**src/rtl/cache_line_fill_ctrl.sv**
```systemverilog
// cache_line_fill_ctrl: miss handler that writes back a dirty victim line,
// then refills the missing line with pipelined reads (optionally critical word first).
module cache_line_fill_ctrl #(
    parameter int ADDR_W = 16,
    parameter int WORDS = 8,
    parameter int WORD_BYTES = 2,
    parameter bit CWF = 1'b0,
    localparam int IDX_W = $clog2(WORDS)
) (
    input  logic              clk,
    input  logic              rst_n,
    input  logic              miss_detected,
    input  logic [ADDR_W-1:0] miss_address,
    input  logic              victim_dirty,
    input  logic [ADDR_W-1:0] victim_address,
    output logic [ADDR_W-1:0] mem_address,
    output logic              mem_read,
    output logic              mem_write,
    input  logic              mem_write_ack,
    input  logic              mem_data_valid,
    output logic [IDX_W-1:0]  wb_index,
    output logic [IDX_W-1:0]  word_enable,
    output logic              wen_data,
    output logic              wen_tag,
    output logic              fsm_busy
);

    localparam int BYTE_SH = $clog2(WORD_BYTES);
    localparam logic [ADDR_W-1:0] LINE_MASK = ADDR_W'(WORDS * WORD_BYTES - 1);
    localparam logic [IDX_W:0] CNT_END = (IDX_W + 1)'(WORDS);
    localparam logic [IDX_W:0] RSP_LAST = (IDX_W + 1)'(WORDS - 1);
    localparam logic [IDX_W-1:0] IDX_LAST = IDX_W'(WORDS - 1);

    typedef enum logic [1:0] {
        IDLE = 2'd0,
        WB   = 2'd1,
        FILL = 2'd2,
        DONE = 2'd3
    } state_t;

    state_t state_q, state_d;
    logic [ADDR_W-1:0] vbase_q, vbase_d;
    logic [ADDR_W-1:0] lbase_q, lbase_d;
    logic [IDX_W-1:0] start_q, start_d;
    logic [IDX_W-1:0] wb_idx_q, wb_idx_d;
    logic [IDX_W:0] req_q, req_d;
    logic [IDX_W:0] rsp_q, rsp_d;
    logic [IDX_W-1:0] miss_off;
    logic [IDX_W-1:0] req_word;
    logic [IDX_W-1:0] rsp_word;

    assign miss_off = IDX_W'(miss_address >> BYTE_SH);
    // IDX_W-bit sums wrap inside the line, so no carry reaches the tag bits
    assign req_word = start_q + req_q[IDX_W-1:0];
    assign rsp_word = start_q + rsp_q[IDX_W-1:0];
    assign fsm_busy = (state_q != IDLE);

    always_ff @(posedge clk or negedge rst_n) begin
        if (!rst_n) begin
            state_q  <= IDLE;
            vbase_q  <= '0;
            lbase_q  <= '0;
            start_q  <= '0;
            wb_idx_q <= '0;
            req_q    <= '0;
            rsp_q    <= '0;
        end else begin
            state_q  <= state_d;
            vbase_q  <= vbase_d;
            lbase_q  <= lbase_d;
            start_q  <= start_d;
            wb_idx_q <= wb_idx_d;
            req_q    <= req_d;
            rsp_q    <= rsp_d;
        end
    end

    always_comb begin
        state_d     = state_q;
        vbase_d     = vbase_q;
        lbase_d     = lbase_q;
        start_d     = start_q;
        wb_idx_d    = wb_idx_q;
        req_d       = req_q;
        rsp_d       = rsp_q;
        mem_address = '0;
        mem_read    = 1'b0;
        mem_write   = 1'b0;
        wb_index    = '0;
        word_enable = '0;
        wen_data    = 1'b0;
        wen_tag     = 1'b0;
        unique case (state_q)
            IDLE: begin
                if (miss_detected) begin
                    vbase_d  = victim_address & ~LINE_MASK;
                    lbase_d  = miss_address & ~LINE_MASK;
                    start_d  = CWF ? miss_off : '0;
                    wb_idx_d = '0;
                    req_d    = '0;
                    rsp_d    = '0;
                    state_d  = victim_dirty ? WB : FILL;
                end
            end
            WB: begin
                mem_write   = 1'b1;
                wb_index    = wb_idx_q;
                mem_address = vbase_q + (ADDR_W'(wb_idx_q) << BYTE_SH);
                if (mem_write_ack) begin
                    if (wb_idx_q == IDX_LAST) begin
                        state_d = FILL;
                    end else begin
                        wb_idx_d = wb_idx_q + 1'b1;
                    end
                end
            end
            FILL: begin
                // requests stream out without waiting for returned data
                if (req_q < CNT_END) begin
                    mem_read    = 1'b1;
                    mem_address = lbase_q + (ADDR_W'(req_word) << BYTE_SH);
                    req_d       = req_q + 1'b1;
                end
                if (mem_data_valid && (rsp_q < CNT_END)) begin
                    wen_data    = 1'b1;
                    word_enable = rsp_word;
                    rsp_d       = rsp_q + 1'b1;
                    if (rsp_q == RSP_LAST) begin
                        state_d = DONE;
                    end
                end
            end
            DONE: begin
                wen_tag = 1'b1;
                state_d = IDLE;
            end
            default: state_d = IDLE;
        endcase
    end

endmodule

```
**config.mk**
```make
export PLATFORM = sky130hd
export DESIGN_NAME = cache_line_fill_ctrl
export DESIGN_NICKNAME = d
export VERILOG_FILES = /design/src/rtl/cache_line_fill_ctrl.sv
export SDC_FILE = /design/constraint.sdc
export NUM_CORES = 1
export LEC_CHECK = 0
export CORE_MARGIN = 3
export CORE_UTILIZATION = 30
export DETAILED_ROUTE_END_ITERATION = 8
export GPL_TIMING_DRIVEN = 1
export MAX_ROUTING_LAYER = met4
export PLACE_DENSITY = 0.6
export RECOVER_POWER = 50
export SLEW_MARGIN = 20
export SYNTH_ARGS = -nofsm -noshare
export SYNTH_HDL_FRONTEND = slang
export SYNTH_SLANG_ARGS = --single-unit
export TNS_END_PERCENT = 50
```
**constraint.sdc**
```tcl
create_clock -name clk -period 1.8 [get_ports clk]
set_input_delay 0.18 -clock clk [delete_from_list [all_inputs] [get_ports clk]]
set_output_delay 0.18 -clock clk [all_outputs]
set_load 0.02 [all_outputs]
```
Word-level counts from Yosys, hierarchy flattened --
Cells that the tools add are included. Widths: inputs -> output; s select.
Operators by class: magnitude comparators 2, equality and inequality tests 12, reduce and logical (&&, ||, !) cells 10, add/sub/neg operators 5, muxes and demuxes 27
Operators with widths (count):
- $add 16x4->16 | 2
- $pmux 16 s2 | 1
- $mux 3 | 6
- $mux 16 | 1
- $pmux 4 s2 | 2
- $ne 2x2->1 const B | 7
- $mux 2 | 6
- $mux 4 | 3
- $add 4x1->4 const B | 2
- $lt 4x4->1 const B | 2
- $pmux 2 s4 | 1
- $mux 1 | 6
- $pmux 3 s2 | 1
- $reduce_and 3->1 | 2
- $reduce_bool 2->1 | 3
- $reduce_and 5->1 | 1
- $eq 2x2->1 const B | 2
- $eq 4x3->1 const B | 1
- $reduce_and 4->1 | 1
- $add 3x1->3 const B | 1
- $eq 3x3->1 const B | 1
- $eq 2x1->1 const B | 1
- $logic_not 2->1 | 1
- $reduce_and 2->1 | 1
- $logic_and 1x1->1 | 1
Storage, ports and cells: logic and storage cells 62, output and inout bits 27, input port bits 38, register bits 37

Logic depth before layout (Yosys ltp) --
Gate-level depths: netlist of run 1.
depth after elaboration 4, gate-level depth with buffers 7

Worst setup path before layout of run 1 --
Ideal clock, no wire load.
kind flip-flop to output port, start point register state_q[0], end point output mem_address[10], path slack -65 ps, cell stages (with the launch flop) 8, buffers on the path 2, arrival time 1685 ps, required time 1620 ps, cells stage by stage dfrtp_1 > inv_1 > ha_1 > nor2b_1 > clkbuf_1 > buf_2 > a22oi_1 > nor2b_1
Between the ends: word-level cells in the longest chain between the ends 2, elaborated cells on any way between the ends 3, classes of those cells eq/ne (2); mux (1)
RTL lines:
- start, declared | line 41 | state_t state_q, state_d;
- start signal, assigned | line 68 | state_q <= state_d;
- $eq 2x2->1 or $eq 2x1->1 (tied branches) | line 93 | unique case (state_q)
- $pmux 16 s2 * | line 93
- end, declared | line 16 | output logic [ADDR_W-1:0] mem_address,
Mark *: on every way between the ends. The rest lies on a longest branch, timed or not.

Final worst setup path of run 1 --
start point register state_q[0], end point output mem_address[4]
Same word-level chain as after synthesis.

==> impl_metrics.toml, run 1 <==
[logic_synthesis]
synth_compound_area_frac = 0.131
syn_inst = 181
yosys_warnings = 0
synth-async-reset-ratio = 1.00
ys_seq_elements = 37
syn_nets = 228
ys_seq_area_frac = 0.465
synth_fa_ha_area_frac = 0.0566
synth_xor_area_frac = 0
synth-main-ff-cell = "dfrtp_1"
ys_types = 31
synthMuxAreaShare = 0.177
yosys-top-cells-area = "dfrtp_1 (47%), mux2_2 (14%), ha_1 (5.7%)"
synth-edff-count = 0
synth_area_leader_cell = "dfrtp_1"
synth.top_cell.area_share = 0.465
synth_top_family_by_area = "multiplexers"
synth-simple-area-share = 0.125
netlist_area_um2 = 1990
syn_avg_cell_area_um2 = 11.0

[cells_and_area]
mostFrequentLayoutCell = "dfrtp_1"
diodes = 0
final_layout_size_suffix_gt1_frac = 0.450
area_growth_pct = 53.5
layoutNonFillerInstCount = 337
nets = 306
final_cell_mix = "dfrtp_1 (36), clkdlybuf4s50_1 (28), buf_4 (26), mux2_2 (24)"

[grt]
grt_overflow_total = 0
grt_pass1_vias = 1640
antenna_found_initial = 0
grt_max_degree = 27
track_usage = 0.134
grt_pass1_wl_mm = 7.86

[timing]
tns_ps = 0
finalHoldViolations = 0
setup_viol = 0
slew_headroom = 0.284
worst_pin_slew_ps = 1070
period_share = 0.973
finClkSkew_ps = 3.86
fmaxAchievable_mhz = 571
rsz0062_at_grt = "yes"
drv_slew = 0
finalWorstPathRequiredPeriod_ps = 1750

[placement]
place_hpwl_mm = 3.53
dpl.cell_count = 326
io_buffers = 55
place.gp.congestion = 0.832

[worst_setup_path]
cp.arrival_ps = 1570
crit_required_ps = 1620
worst-path-buf-inv = 3
cpPeakStageDelay_ps = 390
cp_common_cell = "buf_6"
cp_slowest_cell = "dfrtp_1"
path_class = "reg -> out"
crit_fanout = 6
critPathCaptureType = "output port"
worstPathCellList = "inv_2, ha_4, nor2b_4, buf_6, a22oi_1, nor2b_2, buf_6"
crit_family = "flip-flops"
crit_path_start_kind = "register"

[floorplanning]
die_area_um2 = 7640
start_util = 0.312
die_y_um = 87.4
die_x_um = 87.4
core_um2 = 6390
ios = 65
num_rows = 29

[power]
peakVddDrop_uv = 830
leakage_nw = 1.34
power_density_nw_per_um2 = 1810

[routing]
dr.pass1.iters = 4
avgRoutedWirePerCell_um = 14.9
drtIter0Drc = 68
via_count = 1616
wl_mm = 5.02
vias_per_cell = 4.80
drcViolationCount = 0
antenna_left = 0

[status]
outcome = "finished clean"

[cts]
cts_buffer_depth = 2
numCtsBuffers = 5
htree_levels = 2
cts_tree = "yes"
clk_pin_slew_ps = 80
clock_sinks = 37
clock_latency_ps = 280
cts-root-buf = "clkbuf_8"

[job]
cap_violations = 0

[hold_path]
min_path_type = "in -> reg"
-- what timing repair did --
| action | 4_1_cts | 5_1_grt |
|---|---|---|
| gates cloned | 0 | 2 |
| endpoints found under the setup margin | 25 | 29 |
| hold endpoints to repair | 17 | 0 |
| gates resized for setup | 91 | 61 |
| hold buffers | 1 | 0 |
| setup buffers | 0 | 0 |
| pin swaps | 0 | 4 |
-- through the flow --
step / utilization / instance area, µm² / hold WS (ps) / power (W) / worst slack (ps)
floorplan: - / 2000 / -116 / 0.00317 / -64.7
global placement: 0.442 / 2820 / 150 / 0.00443 / -209
detailed placement: 0.442 / 2820 / 156 / 0.00445 / -227
CTS: 0.447 / 2860 / 382 / 0.00490 / -107
global route: 0.478 / 3050 / 491 / 0.00592 / -81.5
finish: 0.478 / 3050 / 502 / 0.00552 / 47.9
-- layout make-up --
type / instances / area (µm²)
well taps: 77 / 96.3
clock inverters: 3 / 17.5
inverters: 8 / 30.0
fillers: 591 / 3330
multi-input cells: 124 / 1130
clock buffers: 5 / 68.8
flip-flops and latches: 37 / 927
repair buffers: 83 / 785
-- sequential cells by signal (all words and copies together) (netlist names) --
signal / count
lbase_q: 12
state_q: 2
req_q: 4
wb_idx_q: 3
vbase_q: 12
rsp_q: 4
-- power by group --
part | internal, W | switching, W
sequential | 0.00122 | 0.000310
combinational | 0.00187 | 0.00155
clock | 0.000267 | 0.000303
total | 0.00336 | 0.00216
-- cells in the mapped netlist, types with 2 or more instances --
cell type   n
a21oi_1     7
a22o_1      2
a22oi_1    12
and2_1      6
buf_2       4
buf_4       2
clkbuf_1    6
dfrtp_1    37
ha_1        9
inv_1       8
mux2_2     24
mux2i_1     7
nand2_1    11
nand3_1     2
nor2_1      6
nor2b_1    18
o21ai_0     6
-- worst register-to-register path: stages, from the launching register on --
cell,delay [ps]
dfrtp_2,410
inv_2,80
buf_4,140
ha_2,190
inv_2,70
o21ai_2,90
a211oi_4,230
mux2_1,340
-- per-layer routing --
metal	routed length [µm]	vias up	global-route usage
met2	2590	39	0.216
met1	2190	788	0.169
met5	0	-	-
met3	202	2	0.0265
met4	38	0	0.0404
li1	-	787	-
-- path summary, 6_finish.rpt --
| kind | depth (start not counted) | slack, ps | from | to |
|---|---|---|---|---|
| max in group asynchronous | 2 | 480 | rst_n | state_q[1]$_DFFE_PN0P_ |
| max | 7 | 50 | state_q[0]$_DFFE_PN0P_ | mem_address[4] |
| min | 2 | 500 | miss_address[13] | lbase_q[13]$_DFFE_PN0P_ |
| min in group asynchronous | 2 | 610 | rst_n | state_q[0]$_DFFE_PN0P_ |
| min reg2reg | 1 | 530 | vbase_q[4]$_DFFE_PN0P_ | vbase_q[4]$_DFFE_PN0P_ |
| max reg2reg | 7 | 130 | state_q[1]$_DFFE_PN0P_ | wb_idx_q[0]$_DFFE_PN0P_ |
-- kinds of logic after synthesis --
family,Yosys count
mux,32
other cells,1
compound gates,36
flops,37
simple gates,46
buf+inv,20
fa+ha+maj,9
Power figures use the tool's default switching activity.
==> run 2: changes to the inputs <==
- clock period: 1.8 -> 2.2 ns (I/O delays scaled with it)
==> impl_metrics.toml, run 2 (synthesis results as in run 1) <==
[status]
outcome = "finished with violations"
violations = "max-capacitance violations, max-slew violations"

[cells_and_area]
final_layout_size_suffix_gt1_frac = 0.214
seqCellArea_um2 = 926
top_regs = "lbase_q x12, vbase_q x12"
nets = 290
final_cell_mix = "dfrtp_1 (37), clkdlybuf4s50_1 (33), mux2_2 (24), nor2b_1 (18), a22oi_1 (12)"
final_core_util = 0.425
fillers = 636
area_growth_pct = 36.5
finalInstanceArea_um2 = 2720
multiInputGateArea_um2 = 978
diodes = 0
layoutNonFillerInstCount = 320
mostFrequentLayoutCell = "dfrtp_1"

[grt]
grt_pass1_wl_mm = 7.10
track_usage = 0.122
antenna_found_initial = 0
grt_overflow_total = 0
grt_pass1_vias = 1484
grt_max_degree = 38

[power]
power_w = 0.00374
leakage_nw = 1.22
power_density_nw_per_um2 = 1380
peakVddDrop_uv = 577

[floorplanning]
ios = 65
start_util = 0.312
core_um2 = 6390
die_area_um2 = 7640
num_rows = 29
die_x_um = 87.4
die_y_um = 87.4

[worst_setup_path]
worstSetupEndpoint = "mem_address[5]"
crit_start = "state_q[0]$_DFFE_PN0P_"
r2r_cells = 5
crit_required_ps = 1980
cp.arrival_ps = 1860
r2r_end = "vbase_q[11]$_DFFE_PN0P_"
critPathCaptureType = "output port"
worstPathCellList = "inv_1, ha_1, nor2b_1, buf_4, a22oi_1, nor2b_1, clkdlybuf4s15_1"
crit_path_start_kind = "register"
cp_slowest_cell = "dfrtp_1"
path_class = "reg -> out"
reg2reg_slack_ps = 330
cpPeakStageDelay_ps = 380
r2r-start = "state_q[1]$_DFFE_PN0P_"
cp_common_cell = "nor2b_1"
crit_fanout = 11

[cts]
clock_sinks = 37
cts_buffer_depth = 2
cts-root-buf = "clkbuf_8"
holdBufCountCts = 0
clk_pin_slew_ps = 70
htree_levels = 2
clock_latency_ps = 270
cts_tree = "yes"
numCtsBuffers = 5

[placement]
io_buffers = 55
place.gp.congestion = 0.747
place_area_um2 = 2690
place_hpwl_mm = 3.22
dpl.cell_count = 313

[job]
cap_violations = 1

[routing]
dr.pass1.iters = 6
antenna_left = 0
drcViolationCount = 0
met1_length_mm = 1.99
wl_met3_um = 179
drtIter0Drc = 97
met2RoutedLength_mm = 2.16
top_layer = "met4"
via_count = 1499
vias_per_cell = 4.68
avgRoutedWirePerCell_um = 13.6
wl_mm = 4.36

[timing]
setup_viol = 0
drv_slew = 38
fmaxAchievable_mhz = 481
finalWorstPathRequiredPeriod_ps = 2080
period_share = 0.945
worst_pin_slew_ps = 2000
finClkSkew_ps = 3.68
slew_headroom = -0.336
finalHoldViolations = 0
tns_ps = 0

[hold_path]
min_path_type = "in -> async"
## run 2: changes by cell type in the layout (fill, tap and decap cells not counted), moves of 7 or more
cell / delta
clkbuf_2: +7
nor2b_2: -11
nor2b_1: +15
buf_4: -17
a22oi_1: +11
buf_6: -11
a22oi_2: -11
## run 2: per-stage QoR
step / setup WS, ps / hold WS [ps]
floorplan: 295 / -75.6
global placement: 67.1 / 380
detailed placement: 56.8 / 372
CTS: 22.5 / 72.0
global route: -2.31 / 526
finish: 122 / 507
## run 2: layout make-up
type,instances,share of cell area
Inverter,8,0.0111
Clock buffer,7,0.0318
Sequential cell,37,0.341
Timing Repair Buffer,67,0.221
Multi-Input combinational cell,124,0.360
Tap cell,77,0.0355
## run 2: repair_timing
item,in CTS,in global routing
endpoints found under the setup margin,20,16
gates resized for setup,20,22
buffers inserted,0,0
cloned,0,0
## run 2: power breakdown
group / leakage, nW / switching, W / internal (W)
registers: 0.453 / 0.000196 / 0.000994
logic: 0.721 / 0.00104 / 0.00105
clock network: 0.0443 / 0.000213 / 0.000248
## run 2: worst min-delay path by stage
stage	start	to	slack (ps)	cells past startpoint
2_1_floorplan	rst_n	lbase_q[10]$_DFFE_PN0P_	-80	0
3_3_place_gp	rst_n	vbase_q[8]$_DFFE_PN0P_	380	1
3_5_place_dp	rst_n	vbase_q[8]$_DFFE_PN0P_	370	1
4_1_cts	rst_n	vbase_q[15]$_DFFE_PN0P_	70	1
5_1_grt	lbase_q[10]$_DFFE_PN0P_	lbase_q[10]$_DFFE_PN0P_	530	1
6_report	rst_n	vbase_q[13]$_DFFE_PN0P_	510	1
## run 2: per-layer routing
layer  vias up  global-route usage
li1        750                   -
met1       718               0.165
met2        29               0.186
met3         2              0.0246
met4         0              0.0335
met5         -                   -
## run 2: worst max-delay path: cells and delay by family, from the launching register on
| family | cells | cell delay (ps) |
|---|---|---|
| buffers and inverters | 3 | 630 |
| DFF | 1 | 380 |
| and+or+nand+nor | 2 | 300 |
| adders and majority gates | 1 | 200 |
| AOI/OAI and AO/OA | 1 | 80 |
